===== src/rtl/mul_pkg.sv =====
// Shared definitions for the sequential mantissa multiplier.
//   mul_state_t : controller states (IDLE, RUN, DONE)
//   NIB_W       : nibble width; also the ROM operand width
//   nib_count() : number of nibbles per operand for a given width
package mul_pkg;

  typedef enum logic [1:0] {
    IDLE = 2'd0,
    RUN  = 2'd1,
    DONE = 2'd2
  } mul_state_t;

  localparam int NIB_W = 4;

  function automatic int nib_count(input int width);
    return width / NIB_W;
  endfunction

endpackage


===== src/rtl/mant_mul_seq.sv =====
// Sequential unsigned mantissa multiplier. Walks every nibble pair (i, j) of
// the two operands through an external 4x4 product ROM and accumulates
// rom_data << 4*(i+j) into a 2*WIDTH accumulator. One pair per cycle, so an
// operation takes N*N RUN cycles with N = WIDTH/4.
//
// Ports:
//   clk, rst             : clock, synchronous active-high reset
//   in_valid / in_ready  : operand handshake (a, b sampled in IDLE only)
//   a, b                 : WIDTH-bit unsigned operands
//   rom_addr / rom_data  : ROM lookup {a_nib[i], b_nib[j]} -> 8-bit product
//   out_valid / out_ready: result handshake
//   product              : 2*WIDTH-bit exact product, stable while out_valid
//
// Build option: define MUL_ZERO_SKIP_EN to bypass RUN when either operand is
// zero; the result goes straight to DONE with product 0.
module mant_mul_seq
  import mul_pkg::*;
#(
  parameter int WIDTH = 24
) (
  input  logic                 clk,
  input  logic                 rst,
  input  logic                 in_valid,
  output logic                 in_ready,
  input  logic [WIDTH-1:0]     a,
  input  logic [WIDTH-1:0]     b,
  output logic [7:0]           rom_addr,
  input  logic [7:0]           rom_data,
  output logic                 out_valid,
  input  logic                 out_ready,
  output logic [2*WIDTH-1:0]   product
);

  localparam int N  = nib_count(WIDTH);
  localparam int CW = $clog2(N);
  localparam int PW = 2 * WIDTH;
  localparam logic [CW-1:0] LAST_IDX = CW'(N - 1);

  mul_state_t       state_reg;
  logic [WIDTH-1:0] a_reg, b_reg;
  logic [CW-1:0]    i_reg, j_reg;
  logic [PW-1:0]    acc_reg;
  logic [PW-1:0]    acc_next;
  logic [PW-1:0]    pp;
  logic             in_ready_reg, out_valid_reg;
  logic [PW-1:0]    product_reg;

  // Partial product for the current pair, aligned to nibble position i+j.
  always_comb begin
    pp       = PW'(rom_data) << (NIB_W * (int'(i_reg) + int'(j_reg)));
    acc_next = acc_reg + pp;
  end

  // Address is a pure decode of registered state, so it never depends on
  // the handshake inputs.
  always_comb begin
    rom_addr = 8'h00;
    if (state_reg == RUN) begin
      rom_addr = {a_reg[NIB_W*i_reg +: NIB_W], b_reg[NIB_W*j_reg +: NIB_W]};
    end
  end

  always_ff @(posedge clk) begin
    if (rst) begin
      state_reg     <= IDLE;
      a_reg         <= '0;
      b_reg         <= '0;
      i_reg         <= '0;
      j_reg         <= '0;
      acc_reg       <= '0;
      in_ready_reg  <= 1'b1;
      out_valid_reg <= 1'b0;
      product_reg   <= '0;
    end else begin
      case (state_reg)
        IDLE: begin
          if (in_valid) begin
            a_reg        <= a;
            b_reg        <= b;
            acc_reg      <= '0;
            i_reg        <= '0;
            j_reg        <= '0;
            in_ready_reg <= 1'b0;
`ifdef MUL_ZERO_SKIP_EN
            if ((a == '0) || (b == '0)) begin
              state_reg     <= DONE;
              out_valid_reg <= 1'b1;
              product_reg   <= '0;
            end else begin
`else
            begin
`endif
              state_reg <= RUN;
            end
          end
        end

        RUN: begin
          acc_reg <= acc_next;
          if (j_reg == LAST_IDX) begin
            j_reg <= '0;
            if (i_reg == LAST_IDX) begin
              // Last pair: capture the finished sum directly.
              state_reg     <= DONE;
              out_valid_reg <= 1'b1;
              product_reg   <= acc_next;
            end else begin
              i_reg <= i_reg + CW'(1);
            end
          end else begin
            j_reg <= j_reg + CW'(1);
          end
        end

        DONE: begin
          if (out_ready) begin
            state_reg     <= IDLE;
            out_valid_reg <= 1'b0;
            in_ready_reg  <= 1'b1;
          end
        end

        default: begin
          state_reg     <= IDLE;
          out_valid_reg <= 1'b0;
          in_ready_reg  <= 1'b1;
        end
      endcase
    end
  end

  assign in_ready  = in_ready_reg;
  assign out_valid = out_valid_reg;
  assign product   = product_reg;

endmodule


===== config.mk =====
export PLATFORM = sky130hd
export DESIGN_NAME = mant_mul_seq
export DESIGN_NICKNAME = d
export VERILOG_FILES = /design/src/rtl/mul_pkg.sv /design/src/rtl/mant_mul_seq.sv
export SDC_FILE = /design/constraint.sdc
export NUM_CORES = 1
export LEC_CHECK = 0
export BUFFER_PORTS_ARGS = -buffer_cell sky130_fd_sc_hd__buf_4
export CAP_MARGIN = 20
export CORE_ASPECT_RATIO = 1.5
export CORE_MARGIN = 2
export CORE_UTILIZATION = 53
export CTS_CLUSTER_SIZE = 8
export DETAILED_ROUTE_END_ITERATION = 16
export MAX_ROUTING_LAYER = met4
export PLACE_DENSITY = 0.77
export SLEW_MARGIN = 20
export SYNTH_ARGS = -nofsm -noshare
export SYNTH_HDL_FRONTEND = slang
export SYNTH_SLANG_ARGS = --single-unit

===== constraint.sdc =====
create_clock -name clk -period 4.2 [get_ports clk]
set_input_delay 0.84 -clock clk [delete_from_list [all_inputs] [get_ports clk]]
set_output_delay 0.84 -clock clk [all_outputs]
set_load 0.05 [all_outputs]

Word level (Yosys, flattened, before mapping)
Index checks and enable logic that the tools add are counted.
{"block": "word_totals", "reg_bits": 154, "latchBits": 0, "ramBits": 0, "romBits": 0, "in_bits": 60, "out_inout_bits": 58, "wordCells": 57, "n_memories": 0}
{"block": "classes", "add_sub_neg": 4, "mul": 0, "div_mod_pow": 0, "magnitude_cmp": 0, "eq_ne": 9, "shifts": 3, "n_mux": 21, "bitwise": 2, "reduce_logical": 9}
{"operator": "one-hot mux 48 bit (2 select lines)", "n": 1}
{"operator": "adder 48 bit", "n": 1}
{"operator": "two-way mux 48 bit", "n": 1}
{"operator": "indexed part select 24 x 6 -> 4 bit", "n": 2}
{"operator": "left shift 8 x 6 -> 48 bit", "n": 1}
{"operator": "two-way mux 3 bit", "n": 4}
{"operator": "one-hot mux 3 bit (2 select lines)", "n": 2}
{"operator": "AND reduction 4 bit", "n": 3}
{"operator": "two-way mux 2 bit", "n": 4}
{"operator": "two-way mux 8 bit", "n": 1}
{"operator": "adder 3 x 1 -> 3 bit (second input constant)", "n": 2}
{"operator": "== test 3 bit (second input constant)", "n": 2}
{"operator": "!= test 2 bit (second input constant)", "n": 3}
{"operator": "one-hot mux 1 bit (3 select lines)", "n": 2}
{"operator": "one-hot mux 2 bit (3 select lines)", "n": 1}
{"operator": "AND reduction 3 bit", "n": 2}
{"operator": "two-way mux 1 bit", "n": 5}
{"operator": "adder 3 x 3 -> 4 bit", "n": 1}
{"operator": "!= test 2 x 1 -> 1 bit (second input constant)", "n": 2}
{"operator": "AND reduction 2 bit", "n": 2}
{"operator": "== test 2 x 1 -> 1 bit (second input constant)", "n": 1}
{"operator": "== test 2 bit (second input constant)", "n": 1}
{"operator": "zero test 2 bit", "n": 1}
{"operator": "NOT 1 bit", "n": 2}
{"operator": "nonzero test 2 bit", "n": 1}

Longest topological paths before layout
{"block": "depth", "depth_word": 4, "depth_mapped": 19, "ltp_nobuf": 18}

Worst setup path before layout
Ideal clock, no wire load.
{"block": "synth_timing", "path_kind": "reg-to-reg", "start": "register i_reg[1]", "end": "register acc_reg[44]", "setup_time_ns": 0.129, "arrival_time_ns": 4.192, "setup_slack_ns": -0.121, "path_stages_with_launch": 19, "path_buffers": 3, "synth_period_minus_slack_ns": 4.321, "cell_sequence": "dfxtp_1 clkbuf_1 inv_1 fa_1 clkbuf_1 nor2_1 a22oi_1 nor2_1 ha_1 clkbuf_1 nor2b_1 a2111o_1 o32ai_2 a21oi_4 a221oi_4 o21ai_4 a21boi_0 xor2_1 o21ai_0"}
{"block": "synth_via", "elab_chain_len": 4}
{"element": "start: declaration", "line_no": "mant_mul_seq.sv:41", "text": "logic [CW-1:0] i_reg, j_reg;"}
{"element": "start signal: assignment", "line_no": "mant_mul_seq.sv:108", "text": "i_reg <= i_reg + CW'(1);"}
{"element": "adder 3 x 3 -> 4 bit", "line_no": "mant_mul_seq.sv:50", "text": "pp = PW'(rom_data) << (NIB_W * (int'(i_reg) + int'(j_reg)));"}
{"element": "left shift 8 x 6 -> 48 bit", "line_no": "mant_mul_seq.sv:50"}
{"element": "adder 48 bit", "line_no": "mant_mul_seq.sv:51", "text": "acc_next = acc_reg + pp;"}
{"element": "one-hot mux 48 bit (2 select lines)", "line_no": "mant_mul_seq.sv:75", "text": "case (state_reg)"}
{"element": "end signal: assignment", "line_no": "mant_mul_seq.sv:99", "text": "acc_reg <= acc_next;"}
{"element": "end: declaration", "line_no": "mant_mul_seq.sv:42", "text": "logic [PW-1:0] acc_reg;"}
No other way between the ends.
A chain may end at the register's enable or synchronous reset.

Worst setup path after layout
{"block": "layout_timing", "start": "register i_reg[0]", "end": "register product_reg[35], in the netlist product[35]"}
{"block": "layout_via", "elab_chain_len": 3, "word_cells_on_any_way": 5, "cone_classes": "2 x add/sub; 1 x eq/ne; 1 x shift; 1 x reduce/logical"}
{"element": "adder 3 x 3 -> 4 bit", "line_no": "mant_mul_seq.sv:50"}
{"element": "left shift 8 x 6 -> 48 bit", "line_no": "mant_mul_seq.sv:50"}
{"element": "adder 48 bit", "line_no": "mant_mul_seq.sv:51"}
{"element": "end signal: assignment", "line_no": "mant_mul_seq.sv:106", "text": "product_reg <= acc_next;"}
{"element": "end: declaration", "line_no": "mant_mul_seq.sv:46", "text": "logic [PW-1:0] product_reg;"}
Several ways; a longest one is shown, not always the timed one.

==> qor.csv <==
metric,value,unit
Async SR Flop Fraction,0,
Pwr Total,3.605,mW
Max Fclk,237.2,MHz
Post-synth EDFFs,0,
register bit count reported by yosys,154,
Boundary Pins,118,
Initial DRC Count,477,
CP Class,register to register,
PortBufs,117,
fin crit share,1.004,
largest net degree at the start of global routing,96,
failing checks,negative setup slack,
Routed Antenna Nets,0,
total CTS buffers,17,
Initial Utilization,0.5419,
Cell Rows,58,
Vias,9033,
cts hold-fix bufs,0,
wire length on met3,1265,um
gpl congestion,1.010,
Yosys warnings,0,
Die Wd,110.9,um
top layer in use,met4,
Die Area,18220,um^2
# H-tree levels,4,
share of layout cells above drive strength 1,0.2607,
total gr overflow,0,
Worst setup SP type,register,
Synth-to-Final Area Change,29.09,%
critical path endpoint,product[35],
clock input transition at the sequential cells of the worst setup and hold paths,0.07,ns
RR Startpoint,i_reg[0],
Die Span Y,164.3,um
"Req. time, crit path",4.58,ns
"Distinct cells, synth",73,
final slew viol count,0,
crit end category,register,
maximum root-to-sink buffer count,2,
Slew HR,0.3287,
Peak VDD IR,0.2392,mV
Remaining DRCs,0,
WHS,0.4508,ns
hold crit path type,register to register,
worst clock skew,0.007583,ns
minimum clock period,4.215,ns
Leakage,4.925,nW
DR WL/cell,16.88,um
RSZ-0062 raised after global routing,true,
final hold vios,0,
Clock Sinks,154,
R2R Setup Slk,-0.02,ns
Max Cap Viol,0,
syn avg cell area,7.790,um^2
Final WS setup,-0.01509,ns
CP Launch Point,i_reg[0],
Mapped Cells,1166,
CTS root buffer,clkbuf_16,
sequential share of the synthesized area,0.3394,
total core area,16760,um^2
1st-pass router iterations,5,
All-Layer GR Usage,0.2821,
Worst-Margin Slew,1.005,ns
status,"finished, violations left",
nets,1432,
Via density,5.862,
final setup fails,1,
reg2reg path depth,21,
TritonCTS clock tree,yes,
initial antenna violation count,0,
wl on met1,10230,um
total wire length,26020,um
first-pass GRT wire length,40930,um
"Clk Latency, worst-skew pair",0.44,ns
antenna fix cells,0,
PD cells,307.4,nW/um^2
main flop type after synthesis,dfxtp_1,
met2 wire length,13310,um
worst-path fanout max,4,
Mapped Area,9084,um^2
reg2reg end,product[35],
Synthesized Nets,1280,
number of global-route vias before repair,8636,
dpl hpwl,18110,um
Worst EP arrival,4.60,ns
==> logic make-up after synthesis <==
group	after synthesis	share of synthesized area
adder cells (fa/ha/maj)	54	0.07603
flip-flops	154	0.3394
XOR/XNOR	47	0.04532
multiplexers	29	0.04339
buffers and inverters	88	0.03705
AO/OA/AOI/OAI	319	0.2259
AND/OR/NAND/NOR	475	0.2329
==> Yosys cell counts (4+ instances only) <==
library cell    n  share of area
xnor2_1        24          0.023
o21bai_1       13          0.011
buf_2           4         0.0022
xor2_1         23          0.022
and2_1          8         0.0055
o21ai_0        33          0.018
nor4_1          4         0.0028
and3_1         14         0.0096
a21o_1         25          0.021
mux4_2          8          0.020
a22oi_1         8         0.0066
nand4b_1        6         0.0058
nor2_1         95          0.039
clkbuf_1       68          0.028
o21a_1          7         0.0058
nor3_1         11         0.0061
mux2i_1        18          0.020
nand3_1        41          0.023
ha_1           52          0.072
nor2b_1         5         0.0034
a21oi_1       156          0.086
nand3b_1        8         0.0066
a211oi_1        5         0.0041
or2_2           4         0.0028
inv_1          12         0.0050
nand2_1       240          0.099
a22o_1         13          0.013
a31oi_1         8         0.0055
nand4_1        13         0.0090
dfxtp_1       154           0.34
or4_1           5         0.0041
nand2b_1       11         0.0076
o21ai_1         9         0.0050
==> through the flow <==
step           std cells  TNS (ns)  area, um^2  setup WS, ns  utilization
5_1_grt             1541    -1.313       11730       -0.1113       0.6995
3_5_place_dp        1486   -0.3780       10470      -0.09394       0.6245
6_report            1541  -0.01509       11730      -0.01509       0.6995
2_1_floorplan       1166         0        9086       0.03670            -
4_1_cts             1528         0       11260      0.006583       0.6717
3_3_place_gp        1486  -0.05240       10470      -0.02828       0.6245
==> critical path: stages (launching register included) <==
cell and delay [ns]:
dfxtp_2 0.36, ha_4 0.15, inv_2 0.04, fa_2 0.45, xnor2_4 0.25, buf_6 0.15, nor3_2 0.04, a31oi_1 0.15
nor2_1 0.09, ha_1 0.33, buf_4 0.15, o21a_1 0.13, o21a_1 0.14, o22ai_2 0.09, a2bb2oi_2 0.18, o21a_1 0.17
o21a_1 0.23, o21ai_4 0.21, a31oi_1 0.14, buf_4 0.16, or4_1 0.46, nand3_1 0.09
==> worst min path at each step <==
stage	from	endpoint	slack (ns)	depth (start not counted)
2_1_floorplan	acc_reg[42]	acc_reg[42]	0.43	2
3_5_place_dp	a_reg[10]	a_reg[10]	0.44	2
3_3_place_gp	b_reg[2]	b_reg[2]	0.44	2
5_1_grt	a_reg[13]	a_reg[13]	0.47	2
4_1_cts	a_reg[10]	a_reg[10]	0.45	2
6_report	a_reg[10]	a_reg[10]	0.45	2
==> repair_timing <==
item | in CTS | in global routing
resized for setup | 22 | 82
pin swaps | 14 | 41
gates cloned | 0 | 0
setup buffers | 10 | 13
endpoints found under the setup margin | 18 | 45
hold endpoints to repair | 0 | 0
==> layer usage <==
layer,track usage,vias to the layer above
li1,-,4430
met1,0.3082,4242
met2,0.4958,271
met3,0.04723,90
met4,0.1438,0
met5,-,-
==> layout make-up <==
cell class / count / area [um^2]
Multi-Input combinational cell: 924 / 6087
Fill cell: 1377 / 5037
Sequential cell: 154 / 3085
Timing Repair Buffer: 209 / 1608
Clock buffer: 17 / 425.4
Tap cell: 210 / 262.8
Clock inverter: 15 / 212.7
Inverter: 12 / 45.04
==> cell usage in the layout, fill, tap and decap left out, types with 7 or more instances in the layout <==
master,n
nand4_1,13
clkbuf_16,17
inv_1,11
nand2b_1,8
nor2_2,9
buf_4,201
o21a_1,7
nand3_1,41
xnor2_1,23
mux4_2,8
a31oi_1,8
mux2i_1,18
o21ai_1,7
a21oi_1,147
o21bai_1,13
xor2_1,22
nor2_1,80
and3_1,14
and2_1,7
nand2_1,235
a22o_1,13
nor3_1,9
ha_1,43
buf_6,7
o21ai_0,29
a21o_1,25
nand3b_1,8
dfxtp_1,152
a21oi_2,9
==> power breakdown <==
part | total (mW) | leakage, nW | internal, mW | switching (mW)
sequential | 1.52 | 1.25 | 1.50 | 0.0214
combinational | 0.400 | 3.36 | 0.164 | 0.235
clock | 1.69 | 0.312 | 1.01 | 0.676
total | 3.60 | 4.92 | 2.67 | 0.933
No activity file was read; power rests on OpenSTA's default activity.
